### src/rtl/high_score_table_if.sv
// Bundle of control, insert handshake and read-port signals
// between the high-score table and its client.
interface high_score_table_if #(
  parameter int DATA_W = 14,
  parameter int ADDR_W = 4
);
  logic              clear;
  logic              insert_req;
  logic [DATA_W-1:0] insert_score;
  logic              insert_ready;
  logic              insert_done;
  logic              insert_accepted;
  logic [ADDR_W-1:0] insert_rank;
  logic [ADDR_W-1:0] read_addr;
  logic [DATA_W-1:0] read_data;
  logic [ADDR_W-1:0] count;

  modport master (
    output clear, insert_req, insert_score, read_addr,
    input  insert_ready, insert_done, insert_accepted,
    input  insert_rank, read_data, count
  );

  modport slave (
    input  clear, insert_req, insert_score, read_addr,
    output insert_ready, insert_done, insert_accepted,
    output insert_rank, read_data, count
  );
endinterface

### src/rtl/high_score_table.sv
// Descending-sorted top-N score table: search, shift-down, insert,
// with a registered random-access read port.
module high_score_table #(
  parameter int DATA_W = 14,
  parameter int DEPTH  = 14,
  parameter int ADDR_W = 4
) (
  input  logic clk,
  input  logic reset,
  high_score_table_if.slave bus
);

  typedef enum logic [2:0] {
    IDLE, SEARCH, SHIFT, WRITE, DONE
  } state_e;

  localparam logic [ADDR_W-1:0] DEPTH_A = ADDR_W'(DEPTH);
  localparam logic [ADDR_W-1:0] LAST_A  = ADDR_W'(DEPTH - 1);

  state_e            state_q;
  logic [DATA_W-1:0] s_q;
  logic [ADDR_W-1:0] idx_q;
  logic [ADDR_W-1:0] pos_q;
  logic [ADDR_W-1:0] j_q;
  logic [ADDR_W-1:0] count_q;
  logic [DATA_W-1:0] rd_q;
  logic              done_q;
  logic              acc_q;
  logic [ADDR_W-1:0] rank_q;

  logic [DATA_W-1:0] mem_q [DEPTH];

  logic              we;
  logic [ADDR_W-1:0] waddr;
  logic [DATA_W-1:0] wdata;
  logic [ADDR_W-1:0] cmin;
  logic              accept;

  // last slot that can receive a shifted entry
  assign cmin   = (count_q < LAST_A) ? count_q : LAST_A;
  assign accept = bus.insert_req && (state_q == IDLE);

  assign bus.insert_ready    = (state_q == IDLE);
  assign bus.insert_done     = done_q;
  assign bus.insert_accepted = acc_q;
  assign bus.insert_rank     = rank_q;
  assign bus.read_data       = rd_q;
  assign bus.count           = count_q;

  always_comb begin
    we    = 1'b0;
    waddr = j_q;
    wdata = mem_q[j_q - 1'b1];
    if (state_q == SHIFT) begin
      we = 1'b1;
    end else if (state_q == WRITE) begin
      we    = 1'b1;
      waddr = pos_q;
      wdata = s_q;
    end
  end

  // storage is intentionally left uncleared on reset
  always_ff @(posedge clk) begin
    if (we) mem_q[waddr] <= wdata;
  end

  always_ff @(posedge clk or posedge reset) begin
    if (reset) begin
      state_q <= IDLE;
      s_q     <= '0;
      idx_q   <= '0;
      pos_q   <= '0;
      j_q     <= '0;
      count_q <= '0;
      rd_q    <= '0;
      done_q  <= 1'b0;
      acc_q   <= 1'b0;
      rank_q  <= '0;
    end else begin
      done_q <= 1'b0;
      rd_q   <= (bus.read_addr < count_q)
                ? mem_q[bus.read_addr] : '0;
      unique case (state_q)
        IDLE: begin
          if (accept) begin
            s_q     <= bus.insert_score;
            idx_q   <= '0;
            state_q <= SEARCH;
          end else if (bus.clear) begin
            count_q <= '0;
          end
        end
        SEARCH: begin
          if (idx_q == count_q && count_q < DEPTH_A) begin
            pos_q   <= idx_q;
            j_q     <= cmin;
            state_q <= (count_q > idx_q) ? SHIFT : WRITE;
          end else if (idx_q == DEPTH_A) begin
            acc_q   <= 1'b0;
            rank_q  <= '0;
            done_q  <= 1'b1;
            state_q <= DONE;
          end else if (s_q > mem_q[idx_q]) begin
            pos_q   <= idx_q;
            j_q     <= cmin;
            state_q <= (cmin > idx_q) ? SHIFT : WRITE;
          end else begin
            idx_q <= idx_q + 1'b1;
          end
        end
        SHIFT: begin
          j_q <= j_q - 1'b1;
          if (j_q == pos_q + 1'b1) state_q <= WRITE;
        end
        WRITE: begin
          count_q <= (count_q < DEPTH_A)
                     ? count_q + 1'b1 : DEPTH_A;
          acc_q   <= 1'b1;
          rank_q  <= pos_q;
          done_q  <= 1'b1;
          state_q <= DONE;
        end
        DONE: begin
          state_q <= IDLE;
        end
        default: begin
          state_q <= IDLE;
        end
      endcase
    end
  end

endmodule

### src/flat_wrapper.sv
// flat-port wrapper written by rule: the top's interface ports become plain ports
module high_score_table_flat 
#(
  parameter int DATA_W = 14,
  parameter int DEPTH  = 14,
  parameter int ADDR_W = 4
)
  (clk, reset, bus_clear, bus_insert_req, bus_insert_score, bus_read_addr, bus_insert_ready, bus_insert_done, bus_insert_accepted, bus_insert_rank, bus_read_data, bus_count);
  high_score_table_if #(.DATA_W(DATA_W), .ADDR_W(ADDR_W)) bus_i ();
  input  logic clk;
  input  logic reset;
  input wire logic [$bits(bus_i.clear)-1:0] bus_clear;
  input wire logic [$bits(bus_i.insert_req)-1:0] bus_insert_req;
  input wire logic [$bits(bus_i.insert_score)-1:0] bus_insert_score;
  input wire logic [$bits(bus_i.read_addr)-1:0] bus_read_addr;
  output wire logic [$bits(bus_i.insert_ready)-1:0] bus_insert_ready;
  output wire logic [$bits(bus_i.insert_done)-1:0] bus_insert_done;
  output wire logic [$bits(bus_i.insert_accepted)-1:0] bus_insert_accepted;
  output wire logic [$bits(bus_i.insert_rank)-1:0] bus_insert_rank;
  output wire logic [$bits(bus_i.read_data)-1:0] bus_read_data;
  output wire logic [$bits(bus_i.count)-1:0] bus_count;
  assign bus_i.clear = bus_clear;
  assign bus_i.insert_req = bus_insert_req;
  assign bus_i.insert_score = bus_insert_score;
  assign bus_i.read_addr = bus_read_addr;
  assign bus_insert_ready = bus_i.insert_ready;
  assign bus_insert_done = bus_i.insert_done;
  assign bus_insert_accepted = bus_i.insert_accepted;
  assign bus_insert_rank = bus_i.insert_rank;
  assign bus_read_data = bus_i.read_data;
  assign bus_count = bus_i.count;
  high_score_table #(.DATA_W(DATA_W), .DEPTH(DEPTH), .ADDR_W(ADDR_W)) u_core (.clk(clk), .reset(reset), .bus(bus_i));
endmodule
### config.mk
export PLATFORM = sky130hd
export DESIGN_NAME = high_score_table_flat
export DESIGN_NICKNAME = d
export VERILOG_FILES = /design/src/rtl/high_score_table_if.sv /design/src/rtl/high_score_table.sv /design/src/flat_wrapper.sv
export SDC_FILE = /design/constraint.sdc
export NUM_CORES = 1
export LEC_CHECK = 0
export BUFFER_PORTS_ARGS = -buffer_cell sky130_fd_sc_hd__buf_2
export CORE_MARGIN = 2
export CORE_UTILIZATION = 25
export DETAILED_ROUTE_END_ITERATION = 16
export SYNTH_ARGS = -nofsm -noshare
export SYNTH_HDL_FRONTEND = slang
export SYNTH_SLANG_ARGS = --single-unit
export TNS_END_PERCENT = 10
### constraint.sdc
create_clock -name clk -period 4.9 [get_ports clk]
set_input_delay 0 -clock clk [delete_from_list [all_inputs] [get_ports clk]]
set_output_delay 0 -clock clk [all_outputs]
set_load 0.02 [all_outputs]
==> impl_metrics.py <==
metrics = {
    "die": {
        "ioPinCount": 47,
        "initial_core_util": 0.2529,
        "core_mm2": 0.05381,
        "fp.dieArea_mm2": 0.05632,
        "floorplan.rows": 85,
        "die_x_um": 237.3,
        "chipHeight_um": 237.3,
    },
    "logic_synthesis": {
        "synth_edf_count": 196,
        "synthMostInstantiatedCell": "edfxtp_1",
        "syn_nets": 917,
        "synth_commonest_cells": "edfxtp_1 (196), mux4_2 (155), nor2_1 (66), nand2_1 (62), dfrtp_1 (53)",
        "ys_ff_latch": 249,
        "synth.area.top_cells": "edfxtp_1 (43%), mux4_2 (26%), dfrtp_1 (9.7%)",
        "postSynthAreaPerCell_um2": 15.73,
        "synth_area_leader_cell": "edfxtp_1",
        "ys_seq_area_frac": 0.5299,
        "syn_area_mm2": 0.01361,
        "syn_inst": 865,
        "synthFlopType": "edfxtp_1",
        "synth.distinct_cells": 57,
        "ys_async_sr_fraction": 0.2129,
        "yosysWarningCount": 0,
        "synth.top_cell.area_share": 0.4325,
    },
    "drt": {
        "drt_iter0_drc": 992,
        "avgRoutedWirePerCell_um": 23.92,
        "routed_wl_um": 39440,
        "drtPass1Iterations": 5,
        "drc_errors": 0,
        "num_vias": 8669,
        "ant_nets": 0,
        "via_per_inst": 5.257,
    },
    "sta": {
        "slew_headroom": 0.2604,
        "period_needed_ns": 3.892,
        "tightest_slew_ns": 1.109,
        "hold_slack_ns": -0.009794,
        "finalSetupTns_ns": 0,
        "final.period_utilization": 0.7943,
        "rsz0062_at_grt": "no",
        "final_hold_viol_count": 1,
        "clock_skew_ns": 0.01087,
        "max_freq_ghz": 0.2569,
        "setup_viol": 0,
        "slew_violations": 0,
    },
    "run_status": {
        "status": "finished with violations",
        "violations": "hold timing",
    },
    "cts": {
        "path_clk_slew_ns": 0.06,
        "h-tree-depth": 1,
        "cts.repair.resized": 0,
        "clock_path_buffers": 3,
        "numCtsBuffers": 27,
        "worstSkewPairLatency_ns": 0.56,
        "cts-root-buf": "clkbuf_16",
        "cts_tree": "yes",
        "cts_sinks": 249,
    },
    "layout": {
        "drive_gt1_frac": 0.3673,
        "nNetsFinal": 984,
        "n_antenna_cell": 0,
        "fill_cells": 5357,
        "area_growth_syn_to_layout_pct": 16.40,
    },
    "worst_setup_path": {
        "crit_type": "register to register",
        "worst_ep_required_time_ns": 5.33,
        "cp_max_fo": 25,
        "cp-start-kind": "register",
        "end_kind": "register",
        "worstRegToRegCells": 12,
        "cp_data_arrival_time_ns": 4.33,
    },
    "place": {
        "place_congestion": 0.8252,
        "place.port_buffers": 46,
        "place_hpwl_um": 23940,
    },
    "pwr": {
        "ir_drop_mv": 0.2957,
        "power_mw": 11.31,
        "leakage_nw": 5.447,
        "power_density_mw_per_mm2": 714.2,
    },
    "grt": {
        "grt_pass1_wl_um": 58050,
        "grt_pass1_vias": 8699,
        "grt_max_degree": 54,
        "grt_usage": 0.1386,
        "grt_antenna_before_repair": 0,
        "globalRouteOverflowTotal": 0,
    },
    "job": {
        "maxCapViolations": 0,
    },
    "hold_path": {
        "hold_path_depth": 5,
        "hp-class": "input pin to register",
    },
}
==> power by group <==
part	switching, mW	total [mW]	internal (mW)
Clock	0.852	2.10	1.25
Sequential	0.452	4.01	3.56
Combinational	3.08	5.20	2.12
Total	4.38	11.3	6.94
==> layer usage <==
metal  global-route usage  routed length [um]  up-vias
met1               0.1923               16560     4541
met2               0.2225               18720      452
met5                    0                   0        -
li1                     -                   -     3609
met4              0.03964                1054        0
met3              0.02520                3109       67
==> worst max-delay path: stages, from the launching register on <==
cell,delay (ns)
dfrtp_4,0.76
buf_4,0.39
mux4_2,0.53
nand2_1,0.07
o21ai_0,0.08
a21oi_1,0.21
ha_1,0.28
nand4_1,0.15
o21bai_1,0.10
or3_1,0.43
o21ai_2,0.26
nand2_2,0.12
a221o_1,0.35
==> sequential cells by signal (all words and copies together), names as in the netlist, 3 cells and up <==
name and flops:
u_core.pos_q 4, u_core.s_q 14, u_core.state_q 3, u_core.bus.insert_rank 4
u_core.bus.read_data 14, u_core.bus.count 4, u_core.j_q 4, u_core.mem_q 196
u_core.idx_q 4
==> layout make-up <==
type,instances,area (um2),share of cell area
Clock inverter,12,152.6,0.009636
Sequential cell,249,7221,0.4558
Inverter,19,71.32,0.004502
Timing Repair Buffer,99,675.6,0.04265
Clock buffer,38,767.0,0.04842
Tap cell,696,870.8,0.05497
Multi-Input combinational cell,536,6083,0.3840
==> worst paths after layout <==
check / slack (ns) / from / endpoint
max: 1.01 / u_core.idx_q[0] / u_core.j_q[2]
min: -0.01 / bus_insert_req / u_core.bus.count[1]
max reg2reg: 1.01 / u_core.idx_q[0] / u_core.j_q[2]
min reg2reg: 0.48 / u_core.bus.insert_accepted / u_core.bus.insert_accepted
max in group asynchronous: 4.06 / reset / u_core.j_q[0]
min in group asynchronous: 0.21 / reset / u_core.bus.read_data[7]
==> metrics by stage <==
stage,worst slack [ns],instance area (um2),utilization,std cells
after floorplan,1.649,13610,-,865
after detailed placement,1.057,14740,0.2739,1581
after global placement,1.065,14740,0.2739,1581
after CTS,1.031,15840,0.2944,1649
after global routing,0.8204,15840,0.2944,1649
final,1.008,15840,0.2944,1649
==> placed cells by master, fill, tap and decap left out, drive strengths merged, types with 13 or more instances in the layout <==
cell type	instances
nand2	63
mux4	155
inv	20
ha	30
o21ai	30
clkbuf	38
buf	81
mux2i	13
dfrtp	53
dlygate4sd3	18
mux2	43
a21oi	35
nand3	13
edfxtp	196
nor2b	18
nor2	66
==> kinds of logic after synthesis <==
kind of cell               count (synthesis)  synth area share
buffers and inverters                     80           0.02776
AOI/OAI and AO/OA                        100           0.04514
xor gates and xnor gates                   8          0.005148
and+or+nand+nor                          187           0.06279
adders and majority gates                 30           0.02758
muxes                                    211            0.3016
DFF                                      249            0.5299
==> repair_timing <==
item                                   4_1_cts  5_1_grt
endpoints found under the hold margin       70        0
setup endpoints to repair                    0        0
hold buffers                                18        0
buffers inserted                             0        0
Power figures use the tool's default switching activity.
